`config.mk`:
```
export PLATFORM = sky130hd
export DESIGN_NAME = deserializer
export DESIGN_NICKNAME = d
export VERILOG_FILES = /design/src/rtl/deserializer.sv
export SDC_FILE = /design/constraint.sdc
export NUM_CORES = 1
export LEC_CHECK = 0
export ABC_AREA = 1
export CAP_MARGIN = 20
export CORE_MARGIN = 4
export CORE_UTILIZATION = 53
export CTS_CLUSTER_SIZE = 14
export DETAILED_ROUTE_END_ITERATION = 16
export GPL_ROUTABILITY_DRIVEN = 0
export PLACE_DENSITY = 0.79
export SYNTH_ARGS = -nofsm -noshare
export SYNTH_HDL_FRONTEND = slang
export SYNTH_SLANG_ARGS = --single-unit
```
`constraint.sdc`:
```
create_clock -name clk -period 1.65 [get_ports clk]
set_input_delay 0.33 -clock clk [delete_from_list [all_inputs] [get_ports clk]]
set_output_delay 0.33 -clock clk [all_outputs]
set_load 0.05 [all_outputs]
```
`src/rtl/deserializer.sv`:
```
// Serial-to-parallel receiver: start bit, PKT_W data bits LSB-first, optional even parity, stop bit.
// Optional feature: define PARITY_EN to expect an even-parity bit between the last data bit and stop.
module deserializer #(
  parameter int unsigned PKT_W = 32,
  parameter int unsigned CNT_W = 8
) (
  input  logic             clk,
  input  logic             rst,
  input  logic             din,
  output logic [PKT_W-1:0] data,
  output logic             data_en,
  output logic             frame_err,
  output logic [CNT_W-1:0] frame_cnt,
  output logic [CNT_W-1:0] err_cnt,
  output logic             busy
);

  localparam int unsigned      BC_W     = $clog2(PKT_W + 1);
  localparam logic [BC_W-1:0]  LAST_BIT = BC_W'(PKT_W - 1);
  localparam logic [CNT_W-1:0] CNT_MAX  = '1;

`ifdef PARITY_EN
  typedef enum logic [1:0] {IDLE, SHIFT, PARITY, STOP} state_t;
`else
  typedef enum logic [1:0] {IDLE, SHIFT, STOP} state_t;
`endif

  state_t            state;
  logic [PKT_W-1:0]  sreg;
  logic [BC_W-1:0]   bit_cnt;
  logic              frame_ok_c;

`ifdef PARITY_EN
  logic              par_bit;

  // Even parity over data plus parity bit must be zero, and stop must be low.
  always_comb begin
    frame_ok_c = 1'b0;
    frame_ok_c = !din && !(^{sreg, par_bit});
  end
`else
  always_comb begin
    frame_ok_c = 1'b0;
    frame_ok_c = !din;
  end
`endif

  always_ff @(posedge clk) begin
    if (rst) begin
      state     <= IDLE;
      sreg      <= '0;
      bit_cnt   <= '0;
      data      <= '0;
      data_en   <= 1'b0;
      frame_err <= 1'b0;
      frame_cnt <= '0;
      err_cnt   <= '0;
      busy      <= 1'b0;
`ifdef PARITY_EN
      par_bit   <= 1'b0;
`endif
    end else begin
      data_en   <= 1'b0;
      frame_err <= 1'b0;
      case (state)
        IDLE: begin
          if (din) begin
            state   <= SHIFT;
            busy    <= 1'b1;
            bit_cnt <= '0;
          end
        end
        SHIFT: begin
          sreg    <= {din, sreg[PKT_W-1:1]};
          bit_cnt <= bit_cnt + BC_W'(1);
          if (bit_cnt == LAST_BIT) begin
`ifdef PARITY_EN
            state <= PARITY;
`else
            state <= STOP;
`endif
          end
        end
`ifdef PARITY_EN
        PARITY: begin
          par_bit <= din;
          state   <= STOP;
        end
`endif
        STOP: begin
          state <= IDLE;
          busy  <= 1'b0;
          if (frame_ok_c) begin
            data    <= sreg;
            data_en <= 1'b1;
            if (frame_cnt != CNT_MAX) frame_cnt <= frame_cnt + CNT_W'(1);
          end else begin
            frame_err <= 1'b1;
            if (err_cnt != CNT_MAX) err_cnt <= err_cnt + CNT_W'(1);
          end
        end
        default: begin
          state <= IDLE;
          busy  <= 1'b0;
        end
      endcase
    end
  end

endmodule

```
==> reports/qor.txt <==
status -> complete, no violations
Core ar. -> 6420 µm²
critical path class -> reg2reg
CTS Buf Count -> 9
max-cap viol count -> 0
Port Buffers -> 53
vias in the first global route -> 2,857
# Post-CTS Setup Buffers -> 0
first-pass GRT wire length -> 12,000 µm
Fmax -> 674 MHz
number of routed nets with antenna violations -> 0
YS warnings -> 0
Die Width -> 89.7 µm
Crit. End Element -> register
adder-cell share of the synthesized area -> 1.06%
Mapped Area -> 3530 µm²
syn_area_per_cell -> 7.36 µm²
max-slew violation count -> 0
clock slew at reported path FFs -> 90 ps
Mapped Cells -> 480
number of synthesized register bits -> 91
peak supply drop -> 0.541 mV
synth unique cells -> 23
period utilization -> 89.9%
Place WS -> -1.68 ps
Post-Syn Nets -> 486
clock latency on the worst-skew pair -> 350 ps
Slew @ Worst Pin -> 568 ps
crit path DAT -> 1730 ps
R2R Path Start -> frame_cnt[0]
simple-gate share of the synthesized area -> 28.4%
setup ws final -> 167 ps
drt via density -> 5.07
commonest non-fill, non-tap cells in the layout -> nor2_1, dfxtp_1, o21ai_0
R2R Setup Slk -> 170 ps
# rows -> 29
RSZ-0062 raised after global routing -> no
Hold Crit Class -> reg2reg
Initial DRT Pass Iterations -> 4
Inserted Diodes -> 0
Pwr Density -> 908 nW/µm²
static leakage -> 1.82 nW
Seq/Total Area, Yosys -> 51.5%
Routed WL -> 7070 µm
Hold Worst Slack -> 471 ps
layout cells sized above 1 -> 17.7%
clock buffer depth -> 2
skew final -> 8.11 ps
crit path from -> frame_cnt[0]
Area Overhead vs Synth -> 20.4%
post-synthesis mux area share -> 0%
clk sinks -> 91
initial DRC count -> 188
TritonCTS clock tree -> yes
Hold Vio Cnt, Final -> 0
placed cell count -> 599
xor/xnor share of the synthesized area -> 0%
CP Data Required Time -> 1900 ps
antenna violations before repair -> 0
Tot GR Track Use -> 18.8%
die area -> 8040 µm²
Die H -> 89.7 µm
Setup TNS -> 0 ps
Placed Instance Area -> 4070 µm²
Final Critical Period -> 1480 ps
Final setup viols -> 0
post-layout net count -> 539
vias -> 3,119
Tot Pwr -> 3.87 mW
main combinational cell family by area after synthesis -> simple AND/OR/NAND/NOR gates
Synth area leader -> dfxtp_1
CP endpoint -> frame_cnt[7]
Synth area leaders -> dfxtp_1, nor2_1, o21ai_0, nand2_1, inv_1
Rel. slew slack -> 62.1%
r2r worst-path depth -> 8
cts hold-fix bufs -> 0
mean routed wirelength per cell -> 11.5 µm
post-DP HPWL -> 4810 µm
Starting Density -> 55.0%
Finished Cell Area -> 4260 µm²
root buffer cell -> clkbuf_8
fin cells -> 615
io pins -> 54
Core Util, Final -> 66.3%
fillers -> 557
Post-route DRC -> 0
total global routing overflow -> 0
H-Tree Level Count -> 3
top-area cell type share of the netlist area -> 51.5%
critical-path maximum fanout -> 11
Worst Setup Start Kind -> register
area fraction in compound gates after synthesis -> 12.3%
most common cell after layout, fill and taps aside -> nor2_1
FF-to-FF End -> frame_cnt[7]
largest net degree at the start of global routing -> 51
==> cell families after synthesis <==
logic type,after synthesis
AO/OA/AOI/OAI,85
adder cells (fa/ha/maj),3
flip-flops,91
AND/OR/NAND/NOR,248
buffers and inverters,53
==> where the power goes <==
group          internal, mW  switching [mW]
clock network         0.563           0.787
registers              2.26          0.0435
logic                0.0726           0.140
total                  2.90           0.970
==> synth_stat cells <==
cell and n:
nand3b_1 2, nand3_1 15, o211ai_1 2, a21oi_1 12, buf_6 1, inv_2 3
buf_4 3, nor2_4 1, a31oi_1 2, inv_1 23, nor2_2 1, dfxtp_1 91
a22oi_1 1, nand2_1 53, nor2_1 159, ha_1 3, clkbuf_2 1, clkbuf_1 7
nor3_1 6, nand4_1 10, buf_2 15, nand2_2 1, o21ai_0 68
==> state kept, by name, indices dropped and copies added, names as in the netlist <==
name / cells
sreg: 32
frame_err: 1
data: 32
busy: 1
state: 2
data_en: 1
bit_cnt: 6
frame_cnt: 8
err_cnt: 8
==> worst max-delay path: stages, from the launching register on <==
cell and delay [ps]:
dfxtp_2 380, ha_1 200, nand2_1 80, nor2_1 200, nand2_2 180, nand2_1 170
nor2_1 60, nor2_1 80, nor2_1 50
==> area by class of cell <==
class                      instances  area (µm²)  share of cell area, %
timing repair buffer              69         573                   13.5
clock inverter                     6        51.3                   1.21
clock buffer                      10         128                   3.00
tap                               77        96.3                   2.26
multi-input combinational        336        1480                   34.8
inverter                          26        97.6                   2.29
sequential                        91        1830                   42.9
==> worst min path at each step <==
stage / startpoint / to / depth (start not counted)
4_1_cts: bit_cnt[3] / bit_cnt[3] / 2
2_1_floorplan: bit_cnt[3] / bit_cnt[3] / 2
3_5_place_dp: bit_cnt[3] / bit_cnt[3] / 2
3_3_place_gp: bit_cnt[3] / bit_cnt[3] / 2
5_1_grt: bit_cnt[3] / bit_cnt[3] / 2
6_report: bit_cnt[3] / bit_cnt[3] / 2
==> metal layers <==
layer	vias to the layer above	global-route usage [%]	routed length, µm
met5	-	0	0
met4	0	7.71	85
met3	9	4.38	302
met2	65	32.0	3400
met1	1393	22.8	3280
li1	1652	-	-
==> repair_timing <==
action | in CTS | in global routing
gates resized for setup | 0 | 2
endpoints found under the setup margin | 0 | 7
endpoints found under the hold margin | 0 | 0
(Power assumes the default switching activity.)
